File: src/rtl/uart_tx_fifo_if.sv
// rtl/uart_tx_fifo_if.sv - byte write port between the printers and the UART transmitter FIFO
interface uart_tx_fifo_if #(
  parameter int FIFO_DEPTH = 4
);
  logic [7:0]                    data;
  logic                          new_data;
  logic                          busy;
  logic                          overflow;
  logic [$clog2(FIFO_DEPTH):0]   level;

  modport master (output data, new_data, input busy, overflow, level);
  modport slave  (input data, new_data, output busy, overflow, level);
endinterface

File: src/rtl/uart_tx_fifo.sv
// rtl/uart_tx_fifo.sv - 8N1 UART transmitter fed by a small byte FIFO
// Frames go out back-to-back while bytes are queued; block holds off new frames only.
module uart_tx_fifo #(
  parameter int CLK_PER_BIT = 50,
  parameter int FIFO_DEPTH  = 4
) (
  input  logic           clk,
  input  logic           rst,
  input  logic           block,
  output logic           tx,
  uart_tx_fifo_if.slave  wr
);
  localparam int PW = $clog2(FIFO_DEPTH);
  localparam int LW = PW + 1;
  localparam int CW = (CLK_PER_BIT > 1) ? $clog2(CLK_PER_BIT) : 1;
  localparam logic [CW-1:0] CTR_LAST = CW'(CLK_PER_BIT - 1);
  localparam logic [LW-1:0] LVL_FULL = LW'(FIFO_DEPTH);

  typedef enum logic [1:0] {S_IDLE, S_START, S_DATA, S_STOP} state_e;

  state_e        state_q, state_d;
  logic [CW-1:0] ctr_q, ctr_d;
  logic [2:0]    bit_q, bit_d;
  logic [7:0]    shift_q, shift_d;
  logic          tx_q, tx_d;
  logic [PW-1:0] rd_q, rd_d, wr_q, wr_d;
  logic [LW-1:0] level_q, level_d;
  logic          overflow_q, overflow_d;
  logic          block_meta_q, block_meta_d;
  logic          block_sync_q, block_sync_d;
  logic [7:0]    mem_q [FIFO_DEPTH];

  logic full, can_pop, push, pop, ctr_done;

  always_comb begin
    full     = (level_q == LVL_FULL);
    can_pop  = (level_q != '0) && !block_sync_q;
    push     = wr.new_data && !full;
    ctr_done = (ctr_q == CTR_LAST);
    pop      = 1'b0;
    state_d  = state_q;
    ctr_d    = ctr_q + 1'b1;
    bit_d    = bit_q;
    shift_d  = shift_q;
    tx_d     = tx_q;

    case (state_q)
      S_IDLE: begin
        ctr_d = '0;
        tx_d  = 1'b1;
        if (can_pop) begin
          pop     = 1'b1;
          shift_d = mem_q[rd_q];
          state_d = S_START;
          tx_d    = 1'b0;
        end
      end
      S_START: begin
        if (ctr_done) begin
          ctr_d   = '0;
          bit_d   = '0;
          state_d = S_DATA;
          tx_d    = shift_q[0];
        end
      end
      S_DATA: begin
        if (ctr_done) begin
          ctr_d = '0;
          if (bit_q == 3'd7) begin
            state_d = S_STOP;
            tx_d    = 1'b1;
          end else begin
            bit_d   = bit_q + 1'b1;
            shift_d = shift_q >> 1;
            tx_d    = shift_q[1];
          end
        end
      end
      S_STOP: begin
        if (ctr_done) begin
          ctr_d = '0;
          // Chaining straight into START keeps back-to-back frames gap-free.
          if (can_pop) begin
            pop     = 1'b1;
            shift_d = mem_q[rd_q];
            state_d = S_START;
            tx_d    = 1'b0;
          end else begin
            state_d = S_IDLE;
            tx_d    = 1'b1;
          end
        end
      end
      default: begin
        state_d = S_IDLE;
        ctr_d   = '0;
        tx_d    = 1'b1;
      end
    endcase

    rd_d         = pop  ? rd_q + 1'b1 : rd_q;
    wr_d         = push ? wr_q + 1'b1 : wr_q;
    level_d      = level_q + LW'(push) - LW'(pop);
    overflow_d   = wr.new_data && full;
    block_meta_d = block;
    block_sync_d = block_meta_q;
  end

  always_ff @(posedge clk) begin
    if (rst) begin
      state_q      <= S_IDLE;
      ctr_q        <= '0;
      bit_q        <= '0;
      shift_q      <= '0;
      tx_q         <= 1'b1;
      rd_q         <= '0;
      wr_q         <= '0;
      level_q      <= '0;
      overflow_q   <= 1'b0;
      block_meta_q <= 1'b0;
      block_sync_q <= 1'b0;
    end else begin
      state_q      <= state_d;
      ctr_q        <= ctr_d;
      bit_q        <= bit_d;
      shift_q      <= shift_d;
      tx_q         <= tx_d;
      rd_q         <= rd_d;
      wr_q         <= wr_d;
      level_q      <= level_d;
      overflow_q   <= overflow_d;
      block_meta_q <= block_meta_d;
      block_sync_q <= block_sync_d;
    end
  end

  // Storage needs no reset: level gates every read.
  always_ff @(posedge clk) begin
    if (push) mem_q[wr_q] <= wr.data;
  end

  assign tx          = tx_q;
  assign wr.busy     = full | block_sync_q;
  assign wr.overflow = overflow_q;
  assign wr.level    = level_q;
endmodule

File: src/flat_wrapper.sv
// flat-port wrapper written by rule: the top's interface ports become plain ports
module uart_tx_fifo_flat 
#(
  parameter int CLK_PER_BIT = 50,
  parameter int FIFO_DEPTH  = 4
)
  (clk, rst, block, tx, wr_data, wr_new_data, wr_busy, wr_overflow, wr_level);
  uart_tx_fifo_if #(.FIFO_DEPTH(FIFO_DEPTH)) wr_i ();
  input  logic clk;
  input  logic rst;
  input  logic block;
  output logic tx;
  input wire logic [$bits(wr_i.data)-1:0] wr_data;
  input wire logic [$bits(wr_i.new_data)-1:0] wr_new_data;
  output wire logic [$bits(wr_i.busy)-1:0] wr_busy;
  output wire logic [$bits(wr_i.overflow)-1:0] wr_overflow;
  output wire logic [$bits(wr_i.level)-1:0] wr_level;
  assign wr_i.data = wr_data;
  assign wr_i.new_data = wr_new_data;
  assign wr_busy = wr_i.busy;
  assign wr_overflow = wr_i.overflow;
  assign wr_level = wr_i.level;
  uart_tx_fifo #(.CLK_PER_BIT(CLK_PER_BIT), .FIFO_DEPTH(FIFO_DEPTH)) u_core (.clk(clk), .rst(rst), .block(block), .tx(tx), .wr(wr_i));
endmodule
File: config.mk
export PLATFORM = sky130hd
export DESIGN_NAME = uart_tx_fifo_flat
export DESIGN_NICKNAME = d
export VERILOG_FILES = /design/src/rtl/uart_tx_fifo_if.sv /design/src/rtl/uart_tx_fifo.sv /design/src/flat_wrapper.sv
export SDC_FILE = /design/constraint.sdc
export NUM_CORES = 1
export LEC_CHECK = 0
export ABC_AREA = 1
export CAP_MARGIN = 10
export CORE_AREA = 2 2 74 76
export CTS_CLUSTER_SIZE = 40
export DETAILED_ROUTE_END_ITERATION = 12
export DIE_AREA = 0 0 76 78
export HOLD_SLACK_MARGIN = 0.06
export PLACE_DENSITY = 0.78
export SYNTH_ARGS = -nofsm -noshare
export SYNTH_HDL_FRONTEND = slang
export SYNTH_SLANG_ARGS = --single-unit
File: constraint.sdc
create_clock -name clk -period 2.63 [get_ports clk]
set_input_delay 0.6575 -clock clk [delete_from_list [all_inputs] [get_ports clk]]
set_output_delay 0.6575 -clock clk [all_outputs]
set_load 0.01 [all_outputs]
# Word-level counts from Yosys, hierarchy flattened
# Memory sizes are Yosys's and may differ from the RTL's. A register that Yosys moved wholly into a read port is not among the register bits.
# Index checks and enable logic that the tools add are counted.
[totals]
memories = 1
input_bits = 12
reg_bits = 30
ram_bits = 32
wordCells = 76
out_inout_bits = 6
[classes]
reduce_logical = 14
bitwise = 1
n_mux = 31
add_sub_neg = 6
n_eq_ne = 12
[memory_table]
columns = ["memory", "depth", "width", "rd", "rd_ports_with_merged_regs", "wr", "line_no", "text"]
rows = [
  ["u_core.mem_q", 4, 8, 1, 1, 1, "uart_tx_fifo.sv:31", "logic [7:0] mem_q [FIFO_DEPTH];"],
]
[op_table]
columns = ["operator", "n"]
rows = [
  ["$mux W8", 4],
  ["$pmux W8 S3", 1],
  ["$mux W2", 7],
  ["$pmux W6 S2", 1],
  ["$mux W1", 10],
  ["$ne A2 B1 Y1 const B", 5],
  ["$mux W3", 3],
  ["$pmux W2 S4", 1],
  ["$reduce_and A4 Y1", 2],
  ["$add A6 B1 Y6 const B", 1],
  ["$eq A3 B3 Y1 const B", 2],
  ["$eq A6 B6 Y1 const B", 1],
  ["$mux W6", 1],
  ["$pmux W3 S2", 1],
  ["$reduce_bool A3 Y1", 2],
  ["$reduce_and A5 Y1", 1],
  ["$add A2 B1 Y2 const B", 2],
  ["$eq A2 B2 Y1 const B", 2],
  ["$pmux W1 S4", 1],
  ["$add A3 B1 Y3", 1],
  ["$add A3 B1 Y3 const B", 1],
  ["$logic_and A1 B1 Y1", 3],
  ["$reduce_and A3 Y1", 1],
  ["$reduce_or A3 Y1", 1],
  ["other kinds (8)", 9],
]

# Depth between registers and ports, before layout
[depth]
depth_word = 7
depth_mapped = 14
mapped_depth_nobuf = 14

# Worst setup path after synthesis
# OpenSTA, ideal clock, no wires.
[synth_timing]
path_type = "reg2reg"
startpoint = "reg u_core.state_q[0]"
endpoint = "reg u_core.level_q[2] (netlist: u_core.wr.level[2])"
synth_period_minus_slack_ns = 2.175
setup_ns = 0.121
t_required_ns = 2.509
path_stages_with_launch = 12
path_slack_ns = 0.455
arrival_ns = 2.054
cell_sequence = "dfxtp_1 -> inv_1 -> ha_1 -> nor2_1 -> nand2_1 -> inv_2 -> ha_1 -> inv_1 -> ha_1 -> fa_1 -> o21ai_0 -> a21oi_1"
[synth_via]
elab_chain_len = 3
[synth_lines]
columns = ["element", "line_no", "text"]
rows = [
  ["from (decl)", "uart_tx_fifo.sv:21", "state_e state_q, state_d;"],
  ["from (signal assigned)", "uart_tx_fifo.sv:123", "state_q <= state_d;"],
  ["$eq A2 B2 Y1 or $logic_not A2 Y1 (tied branches)", "uart_tx_fifo.sv:47", "case (state_q)"],
  ["$pmux W1 S2 (*)", "uart_tx_fifo.sv:47", ""],
  ["via u_core.pop", "uart_tx_fifo.sv:33", "logic full, can_pop, push, pop, ctr_done;"],
  ["$sub A3 B1 Y3 (*)", "uart_tx_fifo.sv:103", "level_d = level_q + LW'(push) - LW'(pop);"],
  ["to (signal assigned)", "uart_tx_fifo.sv:130", "level_q <= level_d;"],
  ["to (decl)", "uart_tx_fifo.sv:27", "logic [LW-1:0] level_q, level_d;"],
]
# The timed path passes the listed nets; every way through them passes the cells marked *.
# A chain may end at the register's enable or synchronous reset.

# Worst setup path after layout
# Ends and elaborated chain as after synthesis.

==> summary.txt <==
Critical path
  – Critical Path RT: 2.87 ns
  – CP top delay family: adder cells
  – Worst path slowest cell: dfxtp_1
  – Setup crit end kind: register
  – Crit-path max cell delay: about 0.43 ns
  – Worst path cell trace: inv_1 -> ha_1 -> nor2_2 -> nand2_1 -> inv_2 -> ha_1 -> inv_1 -> ha_1 -> fa_1 -> o21ai_0 -> a21oi_1
  – Crit-path max FO: 6
  – Most used cell, CP: ha_1
  – Setup CP Type: reg2reg
  – Crit path DAT: roughly 2.6 ns
  – Crit path buffers/inverters: 3
  – Worst Setup Start Kind: register

Floorplan
  – Core box area: ~5000 um2
  – I/O pins: 18
  – Chip Height: 78 um
  – Cell row count: 26
  – Starting Density: 58.7%
  – Die area: 5930 um2
  – Die W: approximately 76 um

Logic synthesis
  – Commonest cells post-synth: 100 x nand2_1, 47 x nor2_1, 41 x inv_1
  – Yosys top cell by area: edfxtp_1
  – Syn avg cell area: between 8 and 9 um2
  – Most common cell in the netlist: nand2_1
  – Ys Warns: 0
  – Syn Nets: ~370
  – Mapped Cells: 345
  – Register bit total from synthesis: 64
  – Seq/Total Area, Yosys: a little over half
  – Library cells used by synthesis: 28
  – Top cells by area, synth: edfxtp_1 32%, dfxtp_1 22%, nand2_1 13%
  – Post-synth top area share: around a third
  – Cell Area, Synth: between 2000 and 3000 um2
  – Post-synth EDFFs: 32
  – Ys flop type: edfxtp_1
  – Asr flop ratio synth: 0%

STA
  – TNS Setup: 0 ns
  – Max Clk Rate: roughly 420 MHz
  – Final setup viols: 0
  – Final Skew: 0.0101 ns
  – Final period util: around nine tenths
  – Final hold vios: 0
  – Final Max Tran Viols: 0
  – Worst Tran Pin Value: a little under 0.6 ns
  – Slew headroom: about three fifths
  – Final min period: around 2.4 ns
  – RSZ-0062 raised after global routing: false
  – Setup ws final: 0.264 ns

Clock tree
  – CTS Hold Bufs: 0
  – Postcts setup bufs: 0
  – Clock Sinks: 64
  – Max H-tree Level: 3
  – Latest clock arrival within the worst-skew pair: between 0.3 and 0.4 ns
  – Clk slew on worst S/H paths: about 0.07 ns
  – Clock root buffer: clkbuf_8
  – Worst-case clock buffer depth: 2
  – Num CTS Buffers: 9
  – CTS tree: done

Route
  – Pre-antenna DRT Iters: 4
  – Vias per cell: just under 5
  – Wire per inst: approximately 12 um
  – Iter 0 DRT Violations: 108
  – Final WL: between 5000 and 6000 um
  – Total number of vias: ~2200
  – ANT nets after route: 0
  – # DRC: 0

GRT
  – First-pass GRT wire length: a little over 9000 um
  – Number of global-route vias before repair: about 2200
  – Initial antenna violation count: 0
  – Largest net degree at the start of global routing: 18
  – GR Overflow Total: 0
  – Gr usage total: approximately a fifth

Power and ir drop
  – P_leak: 1.52 nW
  – VDD IR-drop max: 0.709 mV
  – PwrDens: 998 nW/um2

Run status
  – Outcome: finished clean

Place
  – Place WS: 0.238 ns
  – Post-DP Area: about 3200 um2
  – Placer Congestion: 0.865
  – Port Buffer Count: 17
  – Post-DP HPWL: about 3700 um

Finish
  – Ant. Diodes: 0
  – Share of cells above drive strength 1: a little under a tenth
  – Final #Nets: 400
  – Area grow syn2layout: 14.6%
  – Final instance area: 3390 um2

Worst hold path
  – Class of the worst hold path: reg2reg

Run
  – Max-Cap Viols: 0
through the flow:
stage	total power (W)	cells	utilization, %	hold WS [ns]
global route	0.00365	445	67.2	0.422
detailed placement	0.00260	430	63.6	0.407
global placement	0.00255	430	63.6	0.406
floorplan	0.00230	345	-	0.388
finish	0.00338	445	67.2	0.406
CTS	0.00338	445	67.1	0.411
routing by layer:
layer | global-route usage, % | wire length (um) | vias up | part of all wire [%]
li1 | - | - | 1133 | -
met1 | 23.7 | 2370 | 984 | 43
met2 | 34.9 | 2710 | 51 | 50
met3 | 5.58 | 221 | 14 | 4.0
met4 | 10.5 | 157 | 0 | 2.9
met5 | 0 | 0 | - | 0
flip-flops by register name, indices dropped and copies added (netlist names), named ones only:
name and cells:
u_core.bit_q 3, u_core.block_meta_q 1, u_core.block_sync_q 1, u_core.ctr_q 6, u_core.mem_q 32, u_core.rd_q 2
u_core.shift_q 8, u_core.state_q 2, u_core.tx 1, u_core.wr.level 3, u_core.wr.overflow 1, u_core.wr_q 2
worst reg2reg max path, cell delays in order, from the launching register on:
cell	delay, ns
dfxtp_1	0.43
inv_1	0.12
ha_1	0.36
nor2_2	0.20
nand2_1	0.11
inv_2	0.07
ha_1	0.11
inv_1	0.04
ha_1	0.20
fa_1	0.39
o21ai_0	0.17
a21oi_1	0.05
report_power, final:
group | total [W] | switching [W] | internal (W) | leakage (nW)
clock network | 0.000785 | 0.000361 | 0.000424 | 0.0933
registers | 0.00135 | 0.000125 | 0.00122 | 0.556
logic | 0.00125 | 0.000778 | 0.000470 | 0.866
layout make-up:
type / count / area (um2)
Clock buffer: 10 / 128
Inverter: 47 / 176
Timing Repair Buffer: 23 / 215
Tap cell: 70 / 87.6
Multi-Input combinational cell: 226 / 1130
Clock inverter: 5 / 48.8
Sequential cell: 64 / 1600
Fill cell: 417 / 1650
path summary, 6_finish.rpt:
kind              slack (ns)           startpoint  depth (start not counted)                  end
setup / recovery        0.26    u_core.state_q[0]                         11   u_core.wr.level[2]
hold / removal          0.41  u_core.block_meta_q                          2  u_core.block_sync_q
setup reg to reg        0.26    u_core.state_q[0]                         11   u_core.wr.level[2]
hold reg to reg         0.41  u_core.block_meta_q                          2  u_core.block_sync_q
logic make-up (layout without fill, tap and decap cells):
logic type,after synthesis,after routing,share of synthesized area (%)
simple gates,175,175,24.5
flops,64,64,54.1
buf+inv,55,85,7.70
compound gates,31,31,5.33
fa+ha+maj,17,17,7.44
xor+xnor,3,3,0.888
cells in the final DEF (no fill, tap or decap), types with 2 or more instances in the layout:
master	count
nand2_1	100
nor2_1	46
inv_1	41
dfxtp_1	32
edfxtp_1	32
clkdlybuf4s50_1	17
ha_1	16
nand3_1	13
a21oi_1	12
o21ai_0	10
clkbuf_8	9
o21ai_1	8
inv_2	6
buf_4	6
nand2_2	4
clkinv_2	3
nor2_2	2
xor2_1	2
nand4_1	2
nor3b_1	2
repair_timing:
action                                 CTS  global route
setup endpoints to repair                0             1
endpoints found under the hold margin    0             0
gates resized for setup                  0             1
Power figures use the tool's default switching activity.
